<file path="config.mk">
export PLATFORM = sky130hd
export DESIGN_NAME = cache_fill_fsm
export DESIGN_NICKNAME = d
export VERILOG_FILES = /design/src/rtl/cache_fill_fsm.sv
export SDC_FILE = /design/constraint.sdc
export NUM_CORES = 1
export LEC_CHECK = 0
export CAP_MARGIN = 20
export CORE_MARGIN = 1
export CORE_UTILIZATION = 34
export CTS_BUF_LIST = sky130_fd_sc_hd__clkbuf_16
export CTS_CLUSTER_SIZE = 8
export DETAILED_ROUTE_END_ITERATION = 16
export PLACE_DENSITY = 0.77
export SLEW_MARGIN = 20
export SYNTH_ARGS = -nofsm -noshare
export SYNTH_HDL_FRONTEND = slang
export SYNTH_SLANG_ARGS = --single-unit
</file>
<file path="constraint.sdc">
create_clock -name clk -period 1.52 [get_ports clk]
set_clock_uncertainty 0.1 [all_clocks]
set_input_delay 0.152 -clock clk [delete_from_list [all_inputs] [get_ports clk]]
set_output_delay 0.152 -clock clk [all_outputs]
set_load 0.01 [all_outputs]
</file>
<file path="src/rtl/cache_fill_fsm.sv">
// Cache block fill controller: on a miss it issues BLOCK_WORDS sequential word reads and streams the returned words into the data array.
// Optional build macro CACHE_FILL_TIMEOUT_EN adds a 32-cycle silent-memory timeout with a fill_error pulse.
module cache_fill_fsm #(
    parameter int BLOCK_WORDS = 8
) (
    input  logic        clk,
    input  logic        rst,
    input  logic        miss_detected,
    input  logic [15:0] miss_address,
    input  logic        memory_data_valid,
    input  logic [15:0] memory_data,
    output logic        fsm_busy,
    output logic        memory_enable,
    output logic [15:0] memory_address,
    output logic        write_data_array,
    output logic [15:0] fill_addr,
    output logic [15:0] fill_data,
    output logic        write_tag_array
`ifdef CACHE_FILL_TIMEOUT_EN
    ,
    output logic        fill_error
`endif
);

    localparam int IDX_W = $clog2(BLOCK_WORDS);
    localparam int CNT_W = IDX_W + 1;
    localparam logic [15:0] OFFSET_MASK = 16'(2 * BLOCK_WORDS - 1);

    typedef enum logic {
        IDLE,
        FILL
    } state_t;

    state_t           state, state_next;
    logic [15:0]      base, base_next;
    logic [CNT_W-1:0] req_cnt, req_cnt_next;
    logic [CNT_W-1:0] rcv_cnt, rcv_cnt_next;
    logic             last_word;

`ifdef CACHE_FILL_TIMEOUT_EN
    logic [4:0]       idle_cnt, idle_cnt_next;
`endif

    assign last_word = (rcv_cnt == CNT_W'(BLOCK_WORDS - 1));

    always_comb begin
        // NOTE: every signal written here gets a default first so no path can infer a latch.
        state_next       = state;
        base_next        = base;
        req_cnt_next     = req_cnt;
        rcv_cnt_next     = rcv_cnt;
        fsm_busy         = 1'b0;
        memory_enable    = 1'b0;
        memory_address   = 16'h0000;
        write_data_array = 1'b0;
        fill_addr        = 16'h0000;
        fill_data        = 16'h0000;
        write_tag_array  = 1'b0;
`ifdef CACHE_FILL_TIMEOUT_EN
        idle_cnt_next    = idle_cnt;
        fill_error       = 1'b0;
`endif

        case (state)
            IDLE: begin
                // Returned words arriving here are stale and dropped on purpose.
                if (miss_detected) begin
                    base_next    = miss_address & ~OFFSET_MASK;
                    req_cnt_next = '0;
                    rcv_cnt_next = '0;
`ifdef CACHE_FILL_TIMEOUT_EN
                    idle_cnt_next = 5'd0;
`endif
                    state_next   = FILL;
                end
            end

            FILL: begin
                fsm_busy = 1'b1;
                if (req_cnt < CNT_W'(BLOCK_WORDS)) begin
                    memory_enable  = 1'b1;
                    memory_address = base + (16'(req_cnt) << 1);
                    req_cnt_next   = req_cnt + CNT_W'(1);
                end
                // Memory returns words in issue order, so rcv_cnt alone locates each word.
                if (memory_data_valid) begin
                    write_data_array = 1'b1;
                    fill_addr        = base + (16'(rcv_cnt) << 1);
                    fill_data        = memory_data;
                    rcv_cnt_next     = rcv_cnt + CNT_W'(1);
                    if (last_word) begin
                        write_tag_array = 1'b1;
                        state_next      = IDLE;
                    end
                end
`ifdef CACHE_FILL_TIMEOUT_EN
                if (memory_data_valid) begin
                    idle_cnt_next = 5'd0;
                end else if (idle_cnt == 5'd31) begin
                    // 32nd silent cycle: give up without validating the tag.
                    fill_error = 1'b1;
                    state_next = IDLE;
                end else begin
                    idle_cnt_next = idle_cnt + 5'd1;
                end
`endif
            end
        endcase
    end

    // NOTE: state registers use non-blocking assignments so every flop samples pre-edge values.
    always_ff @(posedge clk or posedge rst) begin
        if (rst) begin
            state   <= IDLE;
            base    <= 16'h0000;
            req_cnt <= '0;
            rcv_cnt <= '0;
`ifdef CACHE_FILL_TIMEOUT_EN
            idle_cnt <= 5'd0;
`endif
        end else begin
            state   <= state_next;
            base    <= base_next;
            req_cnt <= req_cnt_next;
            rcv_cnt <= rcv_cnt_next;
`ifdef CACHE_FILL_TIMEOUT_EN
            idle_cnt <= idle_cnt_next;
`endif
        end
    end

endmodule

</file>
# ---- After elaboration in Yosys (flattened, before gate mapping)
# Cells that the tools add are included.
dict set report word_totals {
  ff_bits 21
  elab_cells 40
  inputBits 36
  ram_bits 0
  romBits 0
  latchBits 0
  mem_count 0
}
dict set report classes {
  n_mul 0
  n_lt_le_gt_ge 1
  mux 23
  add_sub_neg 4
  n_eq_ne 4
  n_bitwise 1
  div 0
  n_reduce_logical 3
  shifts 0
}
# cell count
set ops {}
lappend ops {{$mux 16} 6}
lappend ops {{$add 16x5->16} 2}
lappend ops {{$pmux 4 s2} 2}
lappend ops {{$mux 4} 3}
lappend ops {{$mux 1} 11}
lappend ops {{$add 4x1->4 const B} 2}
lappend ops {{$reduce_and 2->1} 3}
lappend ops {{$eq 4x3->1 const B} 1}
lappend ops {{$lt 4x4->1 const B} 1}
lappend ops {{$ne 2x2->1 const B} 2}
lappend ops {{$ne 2x1->1 const B} 1}
lappend ops {{$pmux 1 s2} 1}
lappend ops {{$not 1->1} 1}

# ---- Logic depth before layout (Yosys ltp)
# Gate-level depths: netlist of run 1.
dict set report depth {
  depth_word 4
  ltp_mapped 6
  depth_no_buf 5
}

# ---- Worst setup path after synthesis of run 1
# Ideal clock, no wire load.
dict set report synth_timing {
  path_type {register to output}
  start {reg rcv_cnt[3]}
  end {out fill_addr[15]}
  slack_ns -0.202
  path_stages_with_launch 5
  t_arrival_ns 1.470
  path_cell_list {dfrtp_1 -> ha_1 -> nand4_1 -> or4_1 -> a21oi_1}
}
dict set report synth_between {
  elab_chain_cells 3
}
# element line_no
set synth_lines {}
lappend synth_lines {{from (decl)} 37} ;# logic [CNT_W-1:0] rcv_cnt, rcv_cnt_next;
lappend synth_lines {{from (signal assigned)} 125} ;# rcv_cnt <= rcv_cnt_next;
lappend synth_lines {{$add 16x5->16} 88} ;# fill_addr = base + (16'(rcv_cnt) << 1);
lappend synth_lines {{$mux 16} 86} ;# if (memory_data_valid) begin
lappend synth_lines {{$mux 16} 64} ;# case (state)
lappend synth_lines {{to (decl)} 16} ;# output logic [15:0] fill_addr,
# Every way passes these cells.

# ---- Worst setup path in the final report of run 1
# Ends and elaborated chain as after synthesis.

==> metrics.md, run 1 <==
| Metric | Value |
|---|---|
| Area of the multi-input gates | `1200 µm²` |
| Post-Place Cell Area | `2680 µm²` |
| Die Height | `67.8 µm` |
| Period minus WS final | `2.19 ns` |
| P_leak | `0.00155 µW` |
| Reg area | `532 µm²` |
| Syn Std Cell Area | `1470 µm²` |
| Largest family of logic cells by synthesized area | `simple AND/OR/NAND/NOR gates` |
| Total core area | `4090 µm²` |
| DRC | `0` |
| Die Width | `67.8 µm` |
| WP depth | `6` |
| Initial Utilization | `36.1%` |
| Required time of the worst setup path | `1.27 ns` |
| Critical Path Max Stage Delay | `0.46 ns` |
| CTS tree | `yes` |
| Synth Area in XOR/XNOR | `5.35%` |
| Clock Latency Late Sink | `0.26 ns` |
| Headroom to the max-slew limit | `64.4%` |
| Slew Limit Fails | `0` |
| Mean post-synth cell area | `7.76 µm²` |
| Gr busiest metal | `met2` |
| Critical path class | `reg2out` |
| Via count | `2045` |
| Yosys cell types | `28` |
| Gr usage total | `26.4%` |
| Critical-path top delay cell | `dfrtp_2` |
| I/O Pins | `88` |
| Startpoint Class | `flop` |
| Period utilisation layout | `144%` |
| Crit-path cells | `ha_4, nand4_1, buf_4, or4_4, a21oi_2, buf_2` |
| Fin worst setup slack | `-0.666 ns` |
| Drt wl/cell | `18.8 µm` |
| Yosys warns | `0` |
| Hold Violations, Final | `0` |
| Port Buffers | `81` |
| Total gr overflow | `0` |
| Hold/Removal Path Class | `in2async` |
| Global-route wire length before repair | `8870 µm` |
| Placement Setup Slack | `-0.667 ns` |
| Largest net degree at the start of global routing | `22` |
| Antenna cells | `0` |
| Crit path DAT | `1.93 ns` |
| Cell Count, Final, Fillers Out | `382` |
| Met1 usage | `33.7%` |
| CTS Buf Count | `3` |
| Clock-pin slew on the worst setup and hold paths | `0.06 ns` |
| GPL Wtd Cong | `0.818` |
| Ys async rst share | `100%` |
| Initial antenna violation count | `0` |
| Row count | `23` |
| Endpoints failing setup | `45` |
| Synth Register Bits | `21` |
| Vias in the first global route | `1802` |
| Seq/Total Area, Yosys | `35.7%` |
| Peak VDD IR | `1240 µV` |
| Fin area | `3300 µm²` |
| Fmax achieved | `457 MHz` |
| Pre-antenna DRT Iters | `4` |
| CP endpoint kind | `primary output` |
| Slew @ Worst Pin | `0.529 ns` |
| GR Layer Usage met3 | `3.00%` |
| Clk root buf | `clkbuf_16` |
| Via density | `5.35` |
| Met2 Track Usage GR | `44.9%` |
| Hpwl dp | `3610 µm` |
| Highest net fanout along the worst path | `3` |
| Max-Cap Viols | `0` |
| Nets | `374` |
| Status | `complete, but fails checks` |
| Iter 0 DRT Violations | `111` |
| Compound-Gate Fraction of Synth Area | `8.74%` |
| Core Util, Final | `80.9%` |
| Ys flop type | `dfrtp_1` |
| Post-synthesis simple-gate area fraction | `38.7%` |
| Fill cell count | `226` |
| Post-Syn Instances | `190` |
| Cells on worst reg2reg path | `7` |
| PwrDens | `1630 nW/µm²` |
| Failing checks | `setup timing` |
| Post-synthesis mux area share | `0.679%` |
| Adder and majority gate portion of the synthesized area | `4.24%` |
| Ratio of cells with drive above 1 in the final layout | `59.0%` |
| Clk sinks | `21` |
| EDFF count, synth | `0` |
| Placed cells | `352` |
| CTS Buffer Depth | `2` |
| CP Buf/Inv Count | `2` |
| Final ANT Viol Nets | `0` |
| Total die area | `4600 µm²` |
| Number of H-tree levels | `1` |
| Post-Route WL | `7180 µm` |
| Critical path's top delay family | `simple AND/OR/NAND/NOR gates` |
| Layout area overhead | `124%` |
| RSZ-0062 raised after global routing | `yes` |
==> power breakdown <==
| group | leakage (µW) | internal [µW] | switching [µW] |
|---|---|---|---|
| clock network | 0.0000409 | 354 | 223 |
| logic | 0.00126 | 2010 | 1590 |
| registers | 0.000248 | 834 | 373 |
| total | 0.00155 | 3200 | 2190 |
==> cells in the mapped netlist, drive strengths merged (2+ instances only) <==
| master | instances | area share, % |
|---|---|---|
| nor2 | 12 | 3.1 |
| nand3 | 7 | 2.4 |
| o21ai | 10 | 3.4 |
| buf | 4 | 2.5 |
| dfrtp | 21 | 36 |
| clkbuf | 9 | 2.3 |
| or4 | 3 | 1.5 |
| nand2b | 2 | 0.85 |
| inv | 6 | 1.5 |
| and3 | 20 | 8.5 |
| and2 | 12 | 5.1 |
| nand2 | 41 | 10 |
| a21oi | 10 | 3.4 |
| xor2 | 3 | 1.8 |
| o31ai | 3 | 1.5 |
| or3 | 6 | 2.7 |
| nand4 | 4 | 2.7 |
| xnor2 | 6 | 3.6 |
| ha | 5 | 4.2 |
==> area by class of cell <==
cell class	count	area share, %
sequential	21	16.1
tap	50	1.89
clock inverter	1	0.151
timing repair buffer	150	42.4
multi-input combinational	151	36.3
inverter	6	0.833
clock buffer	3	2.27
==> layout by cell type, fill, tap and decap left out, types with 4 or more instances in the layout <==
cell and instances:
buf_6 51, buf_4 44, nand2_1 39, clkdlybuf4s50_1 30
and3_4 17, buf_2 17, dfrtp_1 16, and2_4 12
nor2_1 12, o21ai_0 10, a21oi_2 8, inv_1 5
or3_4 5, dfrtp_2 5, xnor2_1 4
==> tightest hold or removal path: stages <==
cell	delay, ns
clkdlybuf4s50_1	0.40
inv_1	0.05
buf_4	0.28
==> layer usage <==
metal  up-vias  part of all wire (%)
li1        920                     -
met2        98                    52
met5         -                     0
met4         0                   4.1
met1       995                    38
met3        32                   5.2
==> timing repair <==
item,CTS,global route
resized for setup,233,93
hold buffers,0,0
buffers inserted,21,6
pin swaps,10,20
cloned,3,2
endpoints found under the setup margin,50,51
==> flip-flops by register name (all words and copies together), names as in the netlist <==
register,flops
base,12
rcv_cnt,4
req_cnt,4
state,1
==> through the flow <==
stage          setup TNS [ns]  power [µW]  hold slack [ns]
2_1_floorplan          -0.415        2260           0.0285
3_5_place_dp           -17.87        3790            0.405
6_report                -8.83        5390            0.132
3_3_place_gp           -16.82        3720            0.397
4_1_cts                 -7.19        4640            0.146
5_1_grt                -10.43        5640            0.162
==> final timing paths <==
| check | startpoint | slack, ns | end |
|---|---|---|---|
| max | rcv_cnt[3] | -0.67 | fill_addr[15] |
| min | rst | 0.13 | req_cnt[0] |
| max reg2reg | rcv_cnt[0] | 0.02 | state |
| min reg2reg | rcv_cnt[2] | 0.43 | rcv_cnt[2] |
| max in group asynchronous | rst | 0.94 | state |
| min in group clk | miss_address[9] | 0.32 | base[9] |
==> logic make-up (layout without fill, tap and decap cells) <==
logic type               count (synthesis)  in the layout
AND/OR/NAND/NOR                        110            110
AO/OA/AOI/OAI                           24             24
flip-flops                              21             21
buffers and inverters                   19            160
XOR/XNOR                                 9              9
adder cells (fa/ha/maj)                  5              5
other                                    1              2
multiplexers                             1              1
Note: power is estimated with default switching activity, not from simulation.
==> run 2: changes to the inputs <==
--- a/config.mk
+++ b/config.mk
@@ -9,6 +9,7 @@
 export CORE_MARGIN = 1
 export CORE_UTILIZATION = 34
 export CTS_BUF_LIST = sky130_fd_sc_hd__clkbuf_16
+export CTS_CLUSTER_DIAMETER = 80
 export CTS_CLUSTER_SIZE = 8
 export DETAILED_ROUTE_END_ITERATION = 16
 export PLACE_DENSITY = 0.77
==> results of run 2 <==
Final layout, timing and power as in run 1 (identical DEF).
==> run 3: changes to the inputs <==
--- a/config.mk
+++ b/config.mk
@@ -5,7 +5,7 @@
 export SDC_FILE = /design/constraint.sdc
 export NUM_CORES = 1
 export LEC_CHECK = 0
-export CAP_MARGIN = 20
+export CAP_MARGIN = 15
 export CORE_MARGIN = 1
 export CORE_UTILIZATION = 34
 export CTS_BUF_LIST = sky130_fd_sc_hd__clkbuf_16
==> results of run 3 <==
Final layout, timing and power as in run 1 (identical DEF).
